--- src/rtl/pmodjstk_spi_responder.sv ---
// pmodjstk_spi_responder: PmodJSTK-compatible SPI slave serving joystick data and capturing LED commands
module pmodjstk_spi_responder #(
  parameter int         SYNC_STAGES = 2,
  parameter logic [5:0] CMD_PREFIX  = 6'b100000
) (
  input  logic       clk50M,
  input  logic       reset,
  input  logic       sck,
  input  logic       cs,
  input  logic       mosi,
  output logic       miso,
  input  logic [9:0] x_in,
  input  logic [9:0] y_in,
  input  logic [2:0] btn_in,
  output logic       ld1,
  output logic       ld2,
  output logic       frame_done,
  output logic       frame_err,
  output logic       busy
);
  typedef enum logic [1:0] {IDLE, ACTIVE, OVERRUN} state_t;
  state_t state;
  logic [SYNC_STAGES-1:0] sck_sr, cs_sr, mosi_sr;
  logic [SYNC_STAGES:0] settle;
  logic sck_d, cs_d, armed;
  logic sck_s, cs_s, mosi_s, sck_rise, sck_fall, cs_rise, cs_fall;
  logic [39:0] snap, tx, rx;
  logic [5:0] bit_cnt;
  logic [3:0] ovr_cnt;
  assign sck_s    = sck_sr[SYNC_STAGES-1];
  assign cs_s     = cs_sr[SYNC_STAGES-1];
  assign mosi_s   = mosi_sr[SYNC_STAGES-1];
  assign sck_rise = sck_s & ~sck_d;
  assign sck_fall = ~sck_s & sck_d;
  assign cs_rise  = cs_s & ~cs_d;
  assign cs_fall  = armed & ~cs_s & cs_d;
  assign snap     = {x_in[7:0], 6'b0, x_in[9:8], y_in[7:0], 6'b0, y_in[9:8], 5'b0, btn_in};
  assign busy     = (state != IDLE);
  // Synchronize SPI pins; a frame may only start after cs is seen truly high once the chain has flushed
  always_ff @(posedge clk50M) begin
    if (reset) begin
      sck_sr  <= '0;
      cs_sr   <= '1;
      mosi_sr <= '0;
      sck_d   <= 1'b0;
      cs_d    <= 1'b1;
      settle  <= '0;
      armed   <= 1'b0;
    end else begin
      sck_sr  <= {sck_sr[SYNC_STAGES-2:0], sck};
      cs_sr   <= {cs_sr[SYNC_STAGES-2:0], cs};
      mosi_sr <= {mosi_sr[SYNC_STAGES-2:0], mosi};
      sck_d   <= sck_s;
      cs_d    <= cs_s;
      settle  <= {settle[SYNC_STAGES-1:0], 1'b1};
      armed   <= armed | (settle[SYNC_STAGES] & cs_s);
    end
  end
  // Frame FSM: shift out snapshot on sck fall, shift in mosi on sck rise, judge the frame at cs rise
  always_ff @(posedge clk50M) begin
    if (reset) begin
      state      <= IDLE;
      miso       <= 1'b0;
      ld1        <= 1'b0;
      ld2        <= 1'b0;
      frame_done <= 1'b0;
      frame_err  <= 1'b0;
      bit_cnt    <= '0;
      ovr_cnt    <= '0;
      tx         <= '0;
      rx         <= '0;
    end else begin
      frame_done <= 1'b0;
      frame_err  <= 1'b0;
      if (state != IDLE && cs_rise) begin
        state <= IDLE;
        miso  <= 1'b0;
        if (state == ACTIVE && bit_cnt == 6'd40) begin
          frame_done <= 1'b1;
          if (rx[39:34] == CMD_PREFIX) begin
            ld1 <= rx[32];
            ld2 <= rx[33];
          end
        end else begin
          frame_err <= 1'b1;
        end
      end else begin
        case (state)
          IDLE: begin
            miso <= 1'b0;
            if (cs_fall) begin
              miso    <= snap[39];
              tx      <= {snap[38:0], 1'b0};
              rx      <= '0;
              bit_cnt <= '0;
              ovr_cnt <= '0;
              state   <= ACTIVE;
            end
          end
          ACTIVE: begin
            if (sck_rise) begin
              if (bit_cnt == 6'd40) begin
                state   <= OVERRUN;
                miso    <= 1'b0;
                ovr_cnt <= 4'd1;
              end else begin
                rx      <= {rx[38:0], mosi_s};
                bit_cnt <= bit_cnt + 6'd1;
              end
            end else if (sck_fall && bit_cnt != 6'd0) begin
              miso <= tx[39];
              tx   <= {tx[38:0], 1'b0};
            end
          end
          OVERRUN: begin
            miso <= 1'b0;
            if ((sck_rise || sck_fall) && ovr_cnt != 4'hF) ovr_cnt <= ovr_cnt + 4'd1;
          end
          default: state <= IDLE;
        endcase
      end
    end
  end
endmodule

--- config.mk ---
export PLATFORM = sky130hd
export DESIGN_NAME = pmodjstk_spi_responder
export DESIGN_NICKNAME = d
export VERILOG_FILES = /design/src/rtl/pmodjstk_spi_responder.sv
export SDC_FILE = /design/constraint.sdc
export NUM_CORES = 1
export LEC_CHECK = 0
export BUFFER_PORTS_ARGS = -buffer_cell sky130_fd_sc_hd__buf_2
export CAP_MARGIN = 20
export CORE_MARGIN = 5
export CORE_UTILIZATION = 30
export CTS_BUF_LIST = sky130_fd_sc_hd__clkbuf_4 sky130_fd_sc_hd__clkbuf_8
export CTS_CLUSTER_SIZE = 16
export DETAILED_ROUTE_END_ITERATION = 8
export GPL_TIMING_DRIVEN = 0
export PLACE_DENSITY = 0.44
export SKIP_CTS_REPAIR_TIMING = 1
export SLEW_MARGIN = 30
export SYNTH_ARGS = -nofsm -noshare
export SYNTH_HDL_FRONTEND = slang
export SYNTH_SLANG_ARGS = --single-unit
--- constraint.sdc ---
create_clock -name clk50M -period 4.8 [get_ports clk50M]
set_input_delay 0.96 -clock clk50M [delete_from_list [all_inputs] [get_ports clk50M]]
set_output_delay 0.96 -clock clk50M [all_outputs]
set_load 0.02 [all_outputs]
==> metrics.txt, run 1 <==
# TYPE chip_impl_metric gauge
chip_impl_info{name="rsz0062_at_grt",value="no"} 1
chip_impl_metric{name="worstMarginPinSlew",unit="ps"} 767
chip_impl_metric{name="grt_first_pass_wirelength",unit="mm"} 21.2
chip_impl_metric{name="drcViolationCount",unit=""} 0
chip_impl_metric{name="totalNegativeSetupSlack",unit="ps"} 0
chip_impl_metric{name="worst_ir_drop_vdd",unit="V"} 0.000123
chip_impl_metric{name="number_of_buffers_between_clock_root_and_the_deepest_sink",unit=""} 2
chip_impl_metric{name="cts_sinks",unit=""} 104
chip_impl_metric{name="max_cap_viol_count",unit=""} 0
chip_impl_metric{name="avgRoutedWirePerCell",unit="um"} 16.4
chip_impl_metric{name="ys_async_sr_fraction",unit="%"} 0
chip_impl_metric{name="post-place-cells",unit=""} 760
chip_impl_metric{name="wl",unit="mm"} 12.7
chip_impl_metric{name="hpwlAfterDp",unit="mm"} 8.75
chip_impl_metric{name="place_area",unit="um2"} 5120
chip_impl_metric{name="drt_pre_antenna_iters",unit=""} 5
chip_impl_metric{name="hold_slack",unit="ps"} 419
chip_impl_metric{name="htree_depth",unit=""} 3
chip_impl_metric{name="final_area",unit="um2"} 5330
chip_impl_metric{name="first_global_vias",unit=""} 4017
chip_impl_metric{name="final_util",unit="%"} 34.9
chip_impl_metric{name="floorplan.initialDensity",unit="%"} 30.8
chip_impl_metric{name="first_iter_violations",unit=""} 235
chip_impl_metric{name="flip_flop_and_latch_count_after_synthesis",unit=""} 104
chip_impl_metric{name="worst_clock_skew",unit="ps"} 15.7
chip_impl_metric{name="fillerInstances",unit=""} 1613
chip_impl_metric{name="port-buffer-count",unit=""} 32
chip_impl_metric{name="synth_cell_types",unit=""} 46
chip_impl_metric{name="critical_path_required",unit="ps"} 5080
chip_impl_info{name="timing.critical_path.max_delay_family",value="buffers and inverters"} 1
chip_impl_info{name="crit_path_cell_trace",value="inv_1, ha_1, nand2b_1, o22ai_1, buf_2, clkbuf_1, o211ai_1, o211a_1"} 1
chip_impl_metric{name="nets",unit=""} 594
chip_impl_metric{name="static_leakage",unit="nW"} 1.93
chip_impl_metric{name="synth_sequential_area_ratio",unit="%"} 44.3
chip_impl_info{name="critical_path.reg2reg.startpoint",value="state[0]"} 1
chip_impl_metric{name="netlist.area_leader.share",unit="%"} 44.3
chip_impl_metric{name="num_antenna_cells",unit=""} 0
chip_impl_metric{name="count_of_cells_along_the_worst_hold_path",unit=""} 1
chip_impl_metric{name="post_route_cells_drive_above_1_share",unit="%"} 13.5
chip_impl_metric{name="floorplan.rows",unit=""} 45
chip_impl_info{name="crit_path_start_kind",value="register"} 1
chip_impl_metric{name="final-hold-violation-count",unit=""} 0
chip_impl_metric{name="rel_slew_slack",unit="%"} 48.9
chip_impl_metric{name="netlist_instances",unit=""} 517
chip_impl_metric{name="finalSetupViolCount",unit=""} 0
chip_impl_metric{name="grt_use_total",unit="%"} 14.3
chip_impl_info{name="tritoncts",value="done"} 1
chip_impl_metric{name="insertion_delay",unit="ps"} 390
chip_impl_metric{name="total_power_divided_by_cell_area",unit="nW/um2"} 329
chip_impl_info{name="cts_root_buffer",value="clkbuf_8"} 1
chip_impl_metric{name="die_h",unit="um"} 135
chip_impl_info{name="main_area_contributors_after_synthesis",value="dfxtp_1 44%, o31ai_1 6.7%, nand3_1 6.3%"} 1
chip_impl_info{name="postSynth.topFlopCell",value="dfxtp_1"} 1
chip_impl_metric{name="timing.critical_path.arrival",unit="ps"} 2650
chip_impl_metric{name="grt_start_max_net_pins",unit=""} 17
chip_impl_metric{name="synth_fp_nets",unit=""} 551
chip_impl_info{name="run_status",value="complete, no violations"} 1
chip_impl_info{name="timing.critical_path.from",value="state[0]"} 1
chip_impl_info{name="crit_path_end_kind",value="register"} 1
chip_impl_metric{name="vias",unit=""} 4191
chip_impl_metric{name="timing.final.ws_setup",unit="ps"} 2430
chip_impl_info{name="yosys-top-cells-count",value="104 x dfxtp_1, 59 x nand3_1, 47 x a21oi_1"} 1
chip_impl_info{name="synth_largest_area_cell",value="dfxtp_1"} 1
chip_impl_metric{name="worstPathMaxFanout",unit=""} 10
chip_impl_metric{name="critical-path-max-stage-delay",unit="ps"} 410
chip_impl_metric{name="layout.cells.non_filler",unit=""} 776
chip_impl_metric{name="globalRoute.totalOverflow",unit=""} 0
chip_impl_metric{name="dp_worst_setup_slack",unit="ps"} 2230
chip_impl_metric{name="synth.cell_area",unit="um2"} 4700
chip_impl_info{name="synth_most_common_cell",value="dfxtp_1"} 1
chip_impl_metric{name="ff2ff_setup_slack",unit="ps"} 2430
chip_impl_info{name="worstReg2RegEnd",value="tx[21]"} 1
chip_impl_metric{name="die_area",unit="um2"} 18300
chip_impl_metric{name="rr_worst_depth",unit=""} 8
chip_impl_metric{name="cts.clk_slew.worst_paths",unit="ps"} 100
chip_impl_metric{name="worst-path-stages",unit=""} 8
chip_impl_metric{name="final_antenna_violating_net_count",unit=""} 0
chip_impl_metric{name="worst-path-buf-inv",unit=""} 3
chip_impl_metric{name="synth_edf_count",unit=""} 0
chip_impl_info{name="timing_worst_setup_path_type",value="register to register"} 1
chip_impl_metric{name="synthesis.area_per_instance",unit="um2"} 9.09
chip_impl_metric{name="dieWidth",unit="um"} 135
chip_impl_metric{name="vias_per_cell",unit=""} 5.40
chip_impl_metric{name="numCtsBuffers",unit=""} 9
chip_impl_info{name="crit_slowest_cell",value="clkbuf_1"} 1
chip_impl_metric{name="yosysWarnings",unit=""} 0
chip_impl_metric{name="report.final.slew_viol_count",unit=""} 0
chip_impl_metric{name="synthToLayoutAreaGrowth",unit="%"} 13.4
chip_impl_info{name="crit_path_end",value="tx[21]"} 1
chip_impl_info{name="timing.hold.worst.start",value="cs_sr[0]"} 1
chip_impl_metric{name="max_freq",unit="MHz"} 422
chip_impl_metric{name="place.gp.congestion",unit=""} 0.779
chip_impl_metric{name="period_share",unit="%"} 49.4
chip_impl_metric{name="period_needed",unit="ps"} 2370
chip_impl_metric{name="io-pin-count",unit=""} 34
chip_impl_metric{name="grt_antenna_before_repair",unit=""} 0
chip_impl_info{name="hp-class",value="register to register"} 1
chip_impl_metric{name="core_area",unit="um2"} 15300
chip_impl_metric{name="report.power.total",unit="mW"} 1.75
## worst min path at each step
| stage | to | slack [ps] |
|---|---|---|
| finish | cs_sr[1] | 420 |
| global route | cs_sr[1] | 440 |
| floorplan | cs_sr[1] | 390 |
| detailed placement | cs_sr[1] | 400 |
| CTS | cs_sr[1] | 420 |
| global placement | cs_sr[1] | 400 |
## state kept, by name, summed over array words and instances, names as in the netlist, 2 cells and up
name / count
rx: 40
tx: 39
bit_cnt: 6
settle: 3
cs_sr: 2
mosi_sr: 2
sck_sr: 2
state: 2
## cell usage in the layout, fill, tap and decap left out, types with 10 or more instances in the layout
cell,netlist,routed
a21oi_1,47,47
a31oi_1,22,22
buf_2,10,42
clkbuf_1,37,37
clkbuf_8,0,10
dfxtp_1,104,104
mux2i_1,23,23
nand2_1,22,22
nand3_1,59,59
nand4_1,24,24
nor2b_1,11,11
o211a_1,21,21
o211ai_1,18,18
o31ai_1,42,42
## routing by layer
| layer | vias up | GRT usage (%) | wire [um] |
|---|---|---|---|
| met3 | 13 | 3.84 | 496 |
| met5 | - | 0 | 0 |
| met4 | 0 | 3.98 | 192 |
| li1 | 2043 | - | - |
| met1 | 2037 | 19.7 | 6110 |
| met2 | 98 | 22.2 | 5900 |
## where the power goes
part | internal (mW) | leakage, nW | total, mW | switching [mW]
sequential | 0.877 | 0.840 | 0.886 | 0.00877
clock | 0.270 | 0.108 | 0.585 | 0.315
combinational | 0.0835 | 0.982 | 0.281 | 0.197
total | 1.23 | 1.93 | 1.75 | 0.521
## cell type report
cell class	count	area, um2	share of cell area, %
Buffer	58	260	4.89
Clock buffer	12	153	2.87
Clock inverter	4	52.6	0.987
Inverter	9	33.8	0.634
Multi-Input combinational cell	346	2320	43.6
Sequential cell	104	2080	39.1
Tap cell	211	264	4.96
Timing Repair Buffer	32	160	3.01
## worst register-to-register path, cell delays in order (launching register included)
cell and delay, ps:
dfxtp_1 400, inv_1 80, ha_1 240, nand2b_1 170
o22ai_1 340, buf_2 320, clkbuf_1 410, o211ai_1 160
o211a_1 160
## cell families after synthesis
family | Yosys count | share of synthesized area (%)
compound gates | 172 | 26.3
fa+ha+maj | 6 | 1.60
buf+inv | 67 | 6.26
flops | 104 | 44.3
mux | 23 | 4.90
simple gates | 145 | 16.6
(Power assumes the default switching activity.)
==> run 2, diff against run 1 <==
- clock period: 4.8 -> 2.4 ns (I/O delays scaled with it)
==> run 2 against run 1 <==
First-iteration DRC count is 3.0% higher. Sequential cell count did not move. Sequential power rose by 100%. Critical path type unchanged. Largest power group unchanged.
==> metrics.txt, run 2 (same netlist as run 1, synthesis figures left out) <==
# TYPE chip_impl_metric gauge
chip_impl_metric{name="die_h",unit="um"} 135
chip_impl_metric{name="port-buffer-count",unit=""} 32
chip_impl_metric{name="max_freq",unit="MHz"} 456
chip_impl_info{name="cts_root_buffer",value="clkbuf_8"} 1
chip_impl_info{name="registers_with_the_highest_flip_flop_counts",value="rx x40, tx x39, bit_cnt x6"} 1
chip_impl_metric{name="number_of_buffers_between_clock_root_and_the_deepest_sink",unit=""} 2
chip_impl_metric{name="rel_slew_slack",unit="%"} 47.7
chip_impl_metric{name="die_area",unit="um2"} 18300
chip_impl_metric{name="drcViolationCount",unit=""} 0
chip_impl_metric{name="hpwlAfterDp",unit="mm"} 8.75
chip_impl_metric{name="io-pin-count",unit=""} 34
chip_impl_metric{name="report.final.slew_viol_count",unit=""} 0
chip_impl_metric{name="grt_start_max_net_pins",unit=""} 17
chip_impl_metric{name="finalSetupViolCount",unit=""} 0
chip_impl_metric{name="timing.final.ws_setup",unit="ps"} 209
chip_impl_metric{name="timing.critical_path.arrival",unit="ps"} 2500
chip_impl_metric{name="ff2ff_setup_slack",unit="ps"} 210
chip_impl_metric{name="period_needed",unit="ps"} 2190
chip_impl_metric{name="fillerInstances",unit=""} 1612
chip_impl_metric{name="worstPathMaxFanout",unit=""} 10
chip_impl_metric{name="critical-path-max-stage-delay",unit="ps"} 430
chip_impl_metric{name="avgRoutedWirePerCell",unit="um"} 16.3
chip_impl_metric{name="max_cap_viol_count",unit=""} 0
chip_impl_metric{name="totalNegativeSetupSlack",unit="ps"} 0
chip_impl_metric{name="power.share.sequential",unit="%"} 50.5
chip_impl_metric{name="power_switching_share",unit="%"} 29.8
chip_impl_info{name="layout_commonest_cell",value="dfxtp_1"} 1
chip_impl_metric{name="globalRoute.totalOverflow",unit=""} 0
chip_impl_metric{name="worst_clock_skew",unit="ps"} 14.1
chip_impl_metric{name="worst-path-buf-inv",unit=""} 2
chip_impl_metric{name="synthToLayoutAreaGrowth",unit="%"} 13.7
chip_impl_metric{name="grt_antenna_before_repair",unit=""} 0
chip_impl_metric{name="worst_ir_drop_vdd",unit="V"} 0.000245
chip_impl_metric{name="numCtsBuffers",unit=""} 9
chip_impl_metric{name="static_leakage",unit="nW"} 1.95
chip_impl_info{name="crit_slowest_cell",value="a211oi_2"} 1
chip_impl_metric{name="floorplan.initialDensity",unit="%"} 30.8
chip_impl_info{name="timing.critical_path.max_delay_family",value="compound AO/OA/AOI/OAI gates"} 1
chip_impl_metric{name="core_area",unit="um2"} 15300
chip_impl_metric{name="nets",unit=""} 594
chip_impl_metric{name="vias",unit=""} 4188
chip_impl_info{name="largest-register",value="rx"} 1
chip_impl_info{name="run_status",value="complete, no violations"} 1
chip_impl_metric{name="final_antenna_violating_net_count",unit=""} 0
chip_impl_metric{name="num_antenna_cells",unit=""} 0
chip_impl_info{name="crit_path_start_kind",value="register"} 1
chip_impl_info{name="hp-class",value="input pin to register"} 1
chip_impl_metric{name="insertion_delay",unit="ps"} 390
chip_impl_metric{name="report.power.total",unit="mW"} 3.51
chip_impl_metric{name="clkPwrFrac",unit="%"} 33.4
chip_impl_metric{name="dp_worst_setup_slack",unit="ps"} -15.3
chip_impl_metric{name="total_power_divided_by_cell_area",unit="nW/um2"} 657
chip_impl_metric{name="htree_depth",unit=""} 3
chip_impl_metric{name="dieWidth",unit="um"} 135
chip_impl_metric{name="switching_power",unit="mW"} 1.04
chip_impl_metric{name="worstMarginPinSlew",unit="ps"} 784
chip_impl_metric{name="first_global_vias",unit=""} 4017
chip_impl_metric{name="first_iter_violations",unit=""} 242
chip_impl_metric{name="wl",unit="mm"} 12.7
chip_impl_info{name="most_used_cells_in_the_layout_excluding_fill_and_tap_cells",value="104 x dfxtp_1, 59 x nand3_1, 47 x a21oi_1"} 1
chip_impl_metric{name="multi_input_gate_area_in_the_final_layout",unit="um2"} 2330
chip_impl_metric{name="comb_power_share",unit="%"} 16.1
chip_impl_info{name="crit_path_cell_trace",value="inv_1, ha_1, and4bb_2, a211oi_2, clkbuf_1, nand3_1, a21oi_1"} 1
chip_impl_metric{name="cellInternalPower",unit="mW"} 2.46
chip_impl_metric{name="grt_use_total",unit="%"} 14.3
chip_impl_info{name="crit_path_end_kind",value="register"} 1
chip_impl_metric{name="grt_first_pass_wirelength",unit="mm"} 21.2
chip_impl_metric{name="vias_per_cell",unit=""} 5.40
chip_impl_metric{name="critical_path_required",unit="ps"} 2710
chip_impl_metric{name="final_util",unit="%"} 35.0
chip_impl_metric{name="floorplan.rows",unit=""} 45
chip_impl_metric{name="cts_sinks",unit=""} 104
chip_impl_info{name="rsz0062_at_grt",value="no"} 1
chip_impl_info{name="timing_worst_setup_path_type",value="register to register"} 1
chip_impl_metric{name="place.gp.congestion",unit=""} 0.779
chip_impl_metric{name="period_share",unit="%"} 91.3
chip_impl_metric{name="post_route_cells_drive_above_1_share",unit="%"} 14.7
chip_impl_info{name="tritoncts",value="done"} 1
chip_impl_metric{name="drt_pre_antenna_iters",unit=""} 6
chip_impl_metric{name="regArea",unit="um2"} 2080
chip_impl_metric{name="cts.clk_slew.worst_paths",unit="ps"} 110
chip_impl_metric{name="largest_register_ffs",unit=""} 40
chip_impl_metric{name="final-hold-violation-count",unit=""} 0
==> run 2: changes by cell type in the layout (fill, tap and decap cells not counted), sizes merged <==
cell    previous run  this run
buf               53        50
clkbuf            49        52
==> run 2: power by group through the flow <==
| stage | registers (mW) | clock network, mW | logic, mW |
|---|---|---|---|
| 2_1_floorplan | 1.81 | 0 | 0.390 |
| 3_3_place_gp | 1.81 | 0 | 0.560 |
| 3_5_place_dp | 1.81 | 0 | 0.562 |
| 4_1_cts | 1.77 | 1.23 | 0.564 |
| 5_1_grt | 1.78 | 1.29 | 0.624 |
| 6_report | 1.77 | 1.17 | 0.565 |
==> run 2: per-layer routing <==
metal | vias up | GRT usage (%) | part of all wire (%)
met3 | 13 | 3.84 | 3.9
li1 | 2042 | - | -
met4 | 0 | 3.98 | 1.5
met2 | 82 | 22.2 | 46
met5 | - | 0 | 0
met1 | 2051 | 19.7 | 48
==> run 2: final cells by class <==
class                           instances  area share (%)
Buffer                                 58            4.99
Clock buffer                           12            2.86
Clock inverter                          4           0.984
Inverter                                9           0.632
Multi-Input combinational cell        346            43.6
Sequential cell                       104            39.0
Tap cell                              211            4.94
Timing Repair Buffer                   32            3.00
==> run 2: worst register-to-register path, stage by stage (launching register included) <==
cell	delay (ps)
dfxtp_1	390
inv_1	80
ha_1	210
and4bb_2	290
a211oi_2	430
clkbuf_1	420
nand3_1	130
a21oi_1	160
==> run 2: worst paths after layout <==
path	cells after the start	end	startpoint
worst max-delay path	7	rx[6]	bit_cnt[0]
worst min-delay path	2	cs_sr[0]	cs
worst max register to register	7	rx[6]	bit_cnt[0]
worst min register to register	1	cs_sr[1]	cs_sr[0]
==> run 2: through the flow <==
step | std cells | hold WS [ps] | cell area [um2]
6_report | 776 | 274 | 5340
5_1_grt | 776 | 245 | 5340
4_1_cts | 776 | 249 | 5330
3_5_place_dp | 760 | 399 | 5120
3_3_place_gp | 760 | 397 | 5120
2_1_floorplan | 517 | 389 | 4700
